==> config.mk <==
export PLATFORM = sky130hd
export DESIGN_NAME = muldiv_unit
export DESIGN_NICKNAME = d
export VERILOG_FILES = /design/src/rtl/muldiv_unit.sv
export SDC_FILE = /design/constraint.sdc
export NUM_CORES = 2
export LEC_CHECK = 0
export BUFFER_PORTS_ARGS = -buffer_cell sky130_fd_sc_hd__buf_2
export CAP_MARGIN = 10
export CORE_MARGIN = 1
export CORE_UTILIZATION = 60
export DETAILED_ROUTE_END_ITERATION = 10
export GPL_TIMING_DRIVEN = 0
export PLACE_DENSITY_LB_ADDON = 0.1
export SLEW_MARGIN = 15
export SYNTH_ARGS = -nofsm -noshare
export SYNTH_HDL_FRONTEND = slang
export SYNTH_SLANG_ARGS = --single-unit
==> constraint.sdc <==
create_clock -name i_clk -period 12.5 [get_ports i_clk]
set_input_delay 2.5 -clock i_clk [delete_from_list [all_inputs] [get_ports i_clk]]
set_output_delay 2.5 -clock i_clk [all_outputs]
set_load 0.02 [all_outputs]
==> src/rtl/muldiv_unit.sv <==
// -----------------------------------------------------------------------------
// muldiv_unit
//
// Multi-cycle multiply/divide engine for the execute stage. It takes the
// decoder's 2-bit mult/div opcode and two 32-bit GPR operands, and it
// produces a 64-bit HI/LO result for the pipeline's HI/LO write logic.
// While an operation is in flight, o_busy stalls the front end.
//
// Opcodes (i_op): 2'b00 MULTU, 2'b01 MULT, 2'b10 DIVU, 2'b11 DIV
//
// Ports:
//   i_clk      clock
//   i_rst      reset, synchronous, active-low
//   i_start    launch request, sampled only in IDLE
//   i_op       operation select
//   i_src_a    rs operand (multiplicand / dividend)
//   i_src_b    rt operand (multiplier / divisor)
//   i_flush    exception/eret flush; cancels any in-flight operation
//   o_busy     operation in flight (registered)
//   o_done     one-cycle pulse; o_hi/o_lo are valid and updated this cycle
//   o_hi       MULT: product[63:32]; DIV: remainder
//   o_lo       MULT: product[31:0];  DIV: quotient
//
// Latency, counted from the accepted-start cycle T:
//   multiply: done at T+MUL_CYCLES (MUL_CYCLES legal range 2..8)
//   divide:   done at T+34. The 32 restoring iterations run from T+1 to
//             T+32, the sign fix is applied at T+33, and done is at T+34.
//
// Optional build macro MULDIV_FAST_DIV_EN: a divide whose magnitudes
// satisfy |a| < |b|, or whose divisor is zero, skips the iterations and
// pulses done at T+2.
// -----------------------------------------------------------------------------
module muldiv_unit #(
  parameter int MUL_CYCLES = 3,
  parameter int DIV_ITERS  = 32
) (
  input  logic        i_clk,
  input  logic        i_rst,
  input  logic        i_start,
  input  logic [1:0]  i_op,
  input  logic [31:0] i_src_a,
  input  logic [31:0] i_src_b,
  input  logic        i_flush,
  output logic        o_busy,
  output logic        o_done,
  output logic [31:0] o_hi,
  output logic [31:0] o_lo
);

  localparam logic [2:0] S_IDLE = 3'd0;
  localparam logic [2:0] S_MUL  = 3'd1;
  localparam logic [2:0] S_DIV  = 3'd2;
  localparam logic [2:0] S_FIX  = 3'd3;
  localparam logic [2:0] S_DONE = 3'd4;

  // Counter values at which the MUL and DIV states are left.
  localparam logic [5:0] MUL_LAST = 6'(MUL_CYCLES - 2);
  localparam logic [5:0] DIV_LAST = 6'(DIV_ITERS - 1);

  logic [2:0]  r_state;
  logic [5:0]  r_cnt;
  logic        r_busy;
  logic        r_done;
  logic [31:0] r_hi;
  logic [31:0] r_lo;
  logic [63:0] r_prod;     // product, registered at the start cycle
  logic [31:0] r_rem;      // partial remainder
  logic [31:0] r_quo;      // dividend shifting out / quotient shifting in
  logic [31:0] r_b_mag;    // divisor magnitude
  logic [31:0] r_a_raw;    // raw dividend, returned as HI on divide-by-zero
  logic        r_sign_a;   // dividend negative (DIV only)
  logic        r_sign_b;   // divisor negative (DIV only)
  logic        r_div0;     // divisor was zero

  logic        w_op_signed;
  logic        w_op_div;
  logic [63:0] w_ext_a;
  logic [63:0] w_ext_b;
  logic [63:0] w_prod;
  logic [31:0] w_a_mag;
  logic [31:0] w_b_mag;
  logic        w_b_zero;
  logic        w_fast_skip;
  logic [32:0] w_shift_rem;
  logic        w_trial_ok;
  logic [31:0] w_trial_rem;
  logic [31:0] w_fix_hi;
  logic [31:0] w_fix_lo;

  assign w_op_signed = i_op[0];
  assign w_op_div    = i_op[1];

  // Sign- or zero-extend to 64 bits. The low 64 bits of the product of the
  // extended operands are then correct for both signed and unsigned cases.
  assign w_ext_a = w_op_signed ? {{32{i_src_a[31]}}, i_src_a} : {32'd0, i_src_a};
  assign w_ext_b = w_op_signed ? {{32{i_src_b[31]}}, i_src_b} : {32'd0, i_src_b};
  assign w_prod  = w_ext_a * w_ext_b;

  // Take magnitudes as unsigned values. abs(0x80000000) stays 0x80000000 and
  // is correct when it is read as unsigned.
  assign w_a_mag  = (w_op_signed && i_src_a[31]) ? (32'd0 - i_src_a) : i_src_a;
  assign w_b_mag  = (w_op_signed && i_src_b[31]) ? (32'd0 - i_src_b) : i_src_b;
  assign w_b_zero = (i_src_b == 32'd0);

`ifdef MULDIV_FAST_DIV_EN
  assign w_fast_skip = (w_a_mag < w_b_mag) || w_b_zero;
`else
  assign w_fast_skip = 1'b0;
`endif

  // One restoring step. Shift the next dividend bit into the remainder, then
  // subtract the divisor when the shifted value is large enough. The shifted
  // value needs 33 bits. The difference always fits in 32 bits because it
  // is smaller than the divisor.
  assign w_shift_rem = {r_rem, r_quo[31]};
  assign w_trial_ok  = (w_shift_rem >= {1'b0, r_b_mag});
  assign w_trial_rem = w_shift_rem[31:0] - r_b_mag;

  // Sign fix. Divide-by-zero skips the fix and returns the raw dividend.
  assign w_fix_lo = r_div0 ? 32'hFFFF_FFFF :
                    ((r_sign_a ^ r_sign_b) ? (32'd0 - r_quo) : r_quo);
  assign w_fix_hi = r_div0 ? r_a_raw :
                    (r_sign_a ? (32'd0 - r_rem) : r_rem);

  // Control FSM, datapath registers and registered outputs.
  always_ff @(posedge i_clk) begin
    if (!i_rst) begin
      r_state  <= S_IDLE;
      r_cnt    <= 6'd0;
      r_busy   <= 1'b0;
      r_done   <= 1'b0;
      r_hi     <= 32'd0;
      r_lo     <= 32'd0;
      r_prod   <= 64'd0;
      r_rem    <= 32'd0;
      r_quo    <= 32'd0;
      r_b_mag  <= 32'd0;
      r_a_raw  <= 32'd0;
      r_sign_a <= 1'b0;
      r_sign_b <= 1'b0;
      r_div0   <= 1'b0;
    end else if (i_flush) begin
      // Cancel the operation. hi/lo keep the last completed result.
      r_state <= S_IDLE;
      r_cnt   <= 6'd0;
      r_busy  <= 1'b0;
      r_done  <= 1'b0;
    end else begin
      case (r_state)
        S_IDLE: begin
          r_done <= 1'b0;
          if (i_start) begin
            r_cnt    <= 6'd0;
            r_busy   <= 1'b1;
            r_prod   <= w_prod;
            r_b_mag  <= w_b_mag;
            r_a_raw  <= i_src_a;
            r_sign_a <= w_op_signed & i_src_a[31];
            r_sign_b <= w_op_signed & i_src_b[31];
            r_div0   <= w_b_zero;
            if (w_op_div) begin
              // On the fast path the result is already known: q=0, r=a.
              r_state <= w_fast_skip ? S_FIX : S_DIV;
              r_rem   <= w_fast_skip ? w_a_mag : 32'd0;
              r_quo   <= w_fast_skip ? 32'd0 : w_a_mag;
            end else begin
              r_state <= S_MUL;
              r_rem   <= 32'd0;
              r_quo   <= 32'd0;
            end
          end else begin
            r_state <= S_IDLE;
          end
        end

        S_MUL: begin
          if (r_cnt == MUL_LAST) begin
            r_hi    <= r_prod[63:32];
            r_lo    <= r_prod[31:0];
            r_done  <= 1'b1;
            r_busy  <= 1'b0;
            r_state <= S_DONE;
          end else begin
            r_cnt <= r_cnt + 6'd1;
          end
        end

        S_DIV: begin
          r_rem <= w_trial_ok ? w_trial_rem : w_shift_rem[31:0];
          r_quo <= {r_quo[30:0], w_trial_ok};
          if (r_cnt == DIV_LAST) begin
            r_state <= S_FIX;
          end else begin
            r_cnt <= r_cnt + 6'd1;
          end
        end

        S_FIX: begin
          r_hi    <= w_fix_hi;
          r_lo    <= w_fix_lo;
          r_done  <= 1'b1;
          r_busy  <= 1'b0;
          r_state <= S_DONE;
        end

        S_DONE: begin
          r_done  <= 1'b0;
          r_cnt   <= 6'd0;
          r_state <= S_IDLE;
        end

        default: begin
          r_state <= S_IDLE;
          r_cnt   <= 6'd0;
          r_busy  <= 1'b0;
          r_done  <= 1'b0;
        end
      endcase
    end
  end

  assign o_busy = r_busy;
  assign o_done = r_done;
  assign o_hi   = r_hi;
  assign o_lo   = r_lo;

endmodule

==> flow_summary.json <==
{
  "cp_slowest_cell": "clkbuf_1",
  "fmax_mhz": 80.4,
  "end_kind": "flop",
  "drive_above_1_share": 0.0436,
  "drc": 0,
  "cts-htree-levels": 1,
  "clock_path_buffers": 3,
  "cts_buffers": 24,
  "port_buffers": 92,
  "cpLargestDelayFamily": "adder cells",
  "synth-xor-area-share": 0.0370,
  "clock_skew_ns": 0.0284,
  "critical_path.max_fanout": 11,
  "rsz0062_at_grt": "yes",
  "cts_tree": "built",
  "top_usage_layer": "met2",
  "slew_violations": 0,
  "place_hpwl_mm": 213,
  "synth-seq-cells": 270,
  "vias_per_cell": 6.14,
  "synthCells": 7098,
  "relSlewSlack": 0.0160,
  "min-delay-path-class": "reg -> reg",
  "ys.flop_type": "dfxtp_1",
  "io_pins": 136,
  "drt_first_pass_iters": 7,
  "status": "finished, final reports clean",
  "synthMuxAreaShare": 0.00447,
  "first_global_vias": 54300,
  "critPathMostFrequentCell": "fa_1",
  "wl_per_cell_um": 30.4,
  "core.rowCount": 118,
  "dr.first_iter.drc_count": 5844,
  "synth-warning-count": 0,
  "gr-usage-met3": 0.218,
  "synth_enable_flop_cells": 0,
  "start_kind": "primary input",
  "synthSimpleGateAreaFrac": 0.150,
  "slowest_delay_ns": 1.13,
  "initial_core_util": 0.607,
  "async_flop_share": 0,
  "fin_crit_sh": 0.996,
  "worstPathBufferInverterCount": 8,
  "cp_data_arrival_time_ns": 12.94,
  "synth_fp_nets": 8936,
  "core-area_um2": 104000,
  "hold_viol_final": 0,
  "avgSynthCellArea_um2": 8.87,
  "fillCellCount": 8963,
  "clock_sinks": 270,
  "antenna_found_initial": 45,
  "worstMarginPinSlew_ns": 1.48,
  "yosysSeqAreaShare": 0.0858,
  "fin_nets": 9052,
  "cts_root_buffer": "clkbuf_16",
  "overflow": 0,
  "setup_viol": 0,
  "synthAdderAreaFrac": 0.520,
  "dpl.cell_count": 8575,
  "final_antenna_net_count": 0,
  "fin_cells": 8658,
  "required_ns": 13.00,
  "clkTransAtPathRegs_ns": 0.07,
  "die_area_um2": 106000,
  "netlist_area_um2": 63000,
  "vias": 53100,
  "ys_types": 73,
  "period_needed_ns": 12.45,
  "synth_compound_area_frac": 0.0823,
  "insertion_delay_ns": 0.58,
  "postCtsHoldBufs": 0,
  "path_class": "in -> reg",
  "grt_use_met2": 0.721,
  "gp_congestion": 1.11,
  "die_height_um": 326,
  "grtUsageMet1": 0.593,
  "grt.total_usage": 0.504,
  "max-cap-violations": 0,
  "wirelength_mm": 263,
  "syn_to_final_growth_pct": 5.53,
  "synth_top_family_by_area": "adder cells",
  "grt_pass1_wl_mm": 375,
  "chipWidth_um": 326,
  "grt_max_degree": 26
}
-- cells in the mapped netlist (5+ instances only) --
master / count / share of area
a211oi_1: 64 / 0.0076
a21boi_0: 5 / 0.00060
a21o_1: 60 / 0.0072
a21oi_1: 266 / 0.021
a221o_1: 8 / 0.0013
a22oi_1: 32 / 0.0038
a311oi_1: 28 / 0.0039
a31o_2: 6 / 0.00083
a31oi_1: 27 / 0.0027
a32oi_1: 5 / 0.00070
a41oi_1: 8 / 0.0011
and2_1: 594 / 0.059
and3_1: 37 / 0.0037
buf_1: 39 / 0.0023
buf_2: 8 / 0.00064
clkbuf_1: 388 / 0.023
dfxtp_1: 270 / 0.086
fa_1: 1414 / 0.45
ha_1: 354 / 0.070
inv_1: 1570 / 0.094
mux2i_1: 27 / 0.0043
nand2_1: 885 / 0.053
nand2b_1: 20 / 0.0020
nand3_1: 48 / 0.0038
nand3b_1: 7 / 0.00083
nand4_1: 33 / 0.0033
nor2_1: 191 / 0.011
nor2b_1: 21 / 0.0021
nor3_1: 35 / 0.0028
nor4_1: 20 / 0.0020
o211ai_1: 15 / 0.0018
o21a_1: 11 / 0.0013
o21ai_0: 154 / 0.012
o21bai_1: 14 / 0.0017
o221ai_1: 33 / 0.0046
o31ai_1: 30 / 0.0036
o41ai_1: 12 / 0.0017
or2_2: 7 / 0.00070
or3_1: 20 / 0.0020
or4_1: 14 / 0.0017
xnor2_1: 140 / 0.019
xor2_1: 126 / 0.018
-- worst paths after layout --
| check | from | to | slack [ns] | cells past startpoint |
|---|---|---|---|---|
| hold / removal | o_lo[13] | o_lo[13] | 0.45 | 2 |
| hold reg to reg | o_lo[13] | o_lo[13] | 0.45 | 2 |
| setup reg to reg | r_b_mag[8] | r_rem[28] | 8.15 | 10 |
| setup / recovery | i_src_a[21] | r_prod[63] | 0.05 | 30 |
-- area by class of cell --
| cell class | count | area, um^2 | area share |
|---|---|---|---|
| multi-input cells | 4820 | 50100 | 0.754 |
| inverters | 1570 | 5890 | 0.0887 |
| flip-flops and latches | 270 | 5410 | 0.0814 |
| plain buffers | 427 | 1840 | 0.0276 |
| well taps | 1380 | 1730 | 0.0260 |
| clock buffers | 31 | 677 | 0.0102 |
| repair buffers | 101 | 563 | 0.00847 |
| clock inverters | 9 | 141 | 0.00213 |
| diodes | 50 | 125 | 0.00188 |
-- worst register-to-register path: stages, from the launching register on --
cell and delay [ns]:
dfxtp_1 0.32, inv_1 0.26, ha_1 0.39, a2111o_1 0.42
o31a_1 0.37, a31o_2 0.33, a211oi_2 0.48, o21ai_1 0.16
o31ai_2 0.80, mux2_2 0.42, a221o_1 0.31
-- metal layers --
layer	wire length, um	vias up	share of wire
li1	-	21600	-
met4	25500	16	0.097
met3	38400	1130	0.15
met1	90400	26500	0.34
met5	283	-	0.0011
met2	109000	3903	0.41
-- logic make-up (layout without fill, tap and decap cells) --
family                     after synthesis  after routing
and+or+nand+nor                       1948           1948
other                                    0             50
AOI/OAI and AO/OA                      809            809
adders and majority gates             1769           1769
muxes                                   28             28
xor gates and xnor gates               266            266
DFF                                    270            270
buffers and inverters                 2008           2138
-- metrics by stage --
step | hold WS, ns | TNS [ns] | setup WS [ns] | area, um^2 | utilization
CTS | 0.449 | -0.116 | -0.116 | 66200 | 0.638
floorplan | 0.431 | 0 | 0.829 | 63000 | -
global placement | 0.436 | -45.29 | -3.55 | 65100 | 0.628
finish | 0.447 | 0 | 0.0545 | 66400 | 0.640
detailed placement | 0.440 | -37.30 | -2.61 | 65300 | 0.629
global route | 0.465 | -0.0339 | -0.0339 | 66300 | 0.639
-- placed cells by master, fill, tap and decap left out, types with 28 or more instances in the layout --
| cell type | Yosys | layout |
|---|---|---|
| fa_1 | 1414 | 1411 |
| and2_1 | 594 | 593 |
| a311oi_1 | 28 | 28 |
| a21oi_1 | 266 | 264 |
| buf_2 | 8 | 109 |
| o31ai_1 | 30 | 30 |
| and3_1 | 37 | 37 |
| clkbuf_1 | 388 | 273 |
| diode_2 | 0 | 50 |
| xnor2_1 | 140 | 139 |
| clkbuf_2 | 0 | 106 |
| o21ai_0 | 154 | 154 |
| nand2_1 | 885 | 884 |
| dfxtp_1 | 270 | 270 |
| nor3_1 | 35 | 33 |
| nor2_1 | 191 | 190 |
| ha_1 | 354 | 353 |
| inv_1 | 1570 | 1569 |
| xor2_1 | 126 | 126 |
| a22oi_1 | 32 | 32 |
| o221ai_1 | 33 | 33 |
| a21o_1 | 60 | 60 |
| nand4_1 | 33 | 33 |
| a211oi_1 | 64 | 64 |
| nand3_1 | 48 | 48 |
-- sequential cells by signal, indices dropped and copies added (netlist names) --
| name | count |
|---|---|
| r_cnt | 6 |
| r_div0 | 1 |
| o_done | 1 |
| o_lo | 32 |
| r_state | 3 |
| r_quo | 32 |
| r_b_mag | 32 |
| o_busy | 1 |
| r_sign_a | 1 |
| r_sign_b | 1 |
| r_prod | 64 |
| r_rem | 32 |
| r_a_raw | 32 |
| o_hi | 32 |
-- timing repair --
| item | CTS | global route |
|---|---|---|
| buffers inserted | 2 | 0 |
| endpoints found under the setup margin | 23 | 20 |
| pin swaps | 2 | 0 |
| gates resized for setup | 27 | 212 |
Power is left out: the tool's default activity adds up to more than one toggle a clock period on the data nets, which glitch-free logic cannot reach.
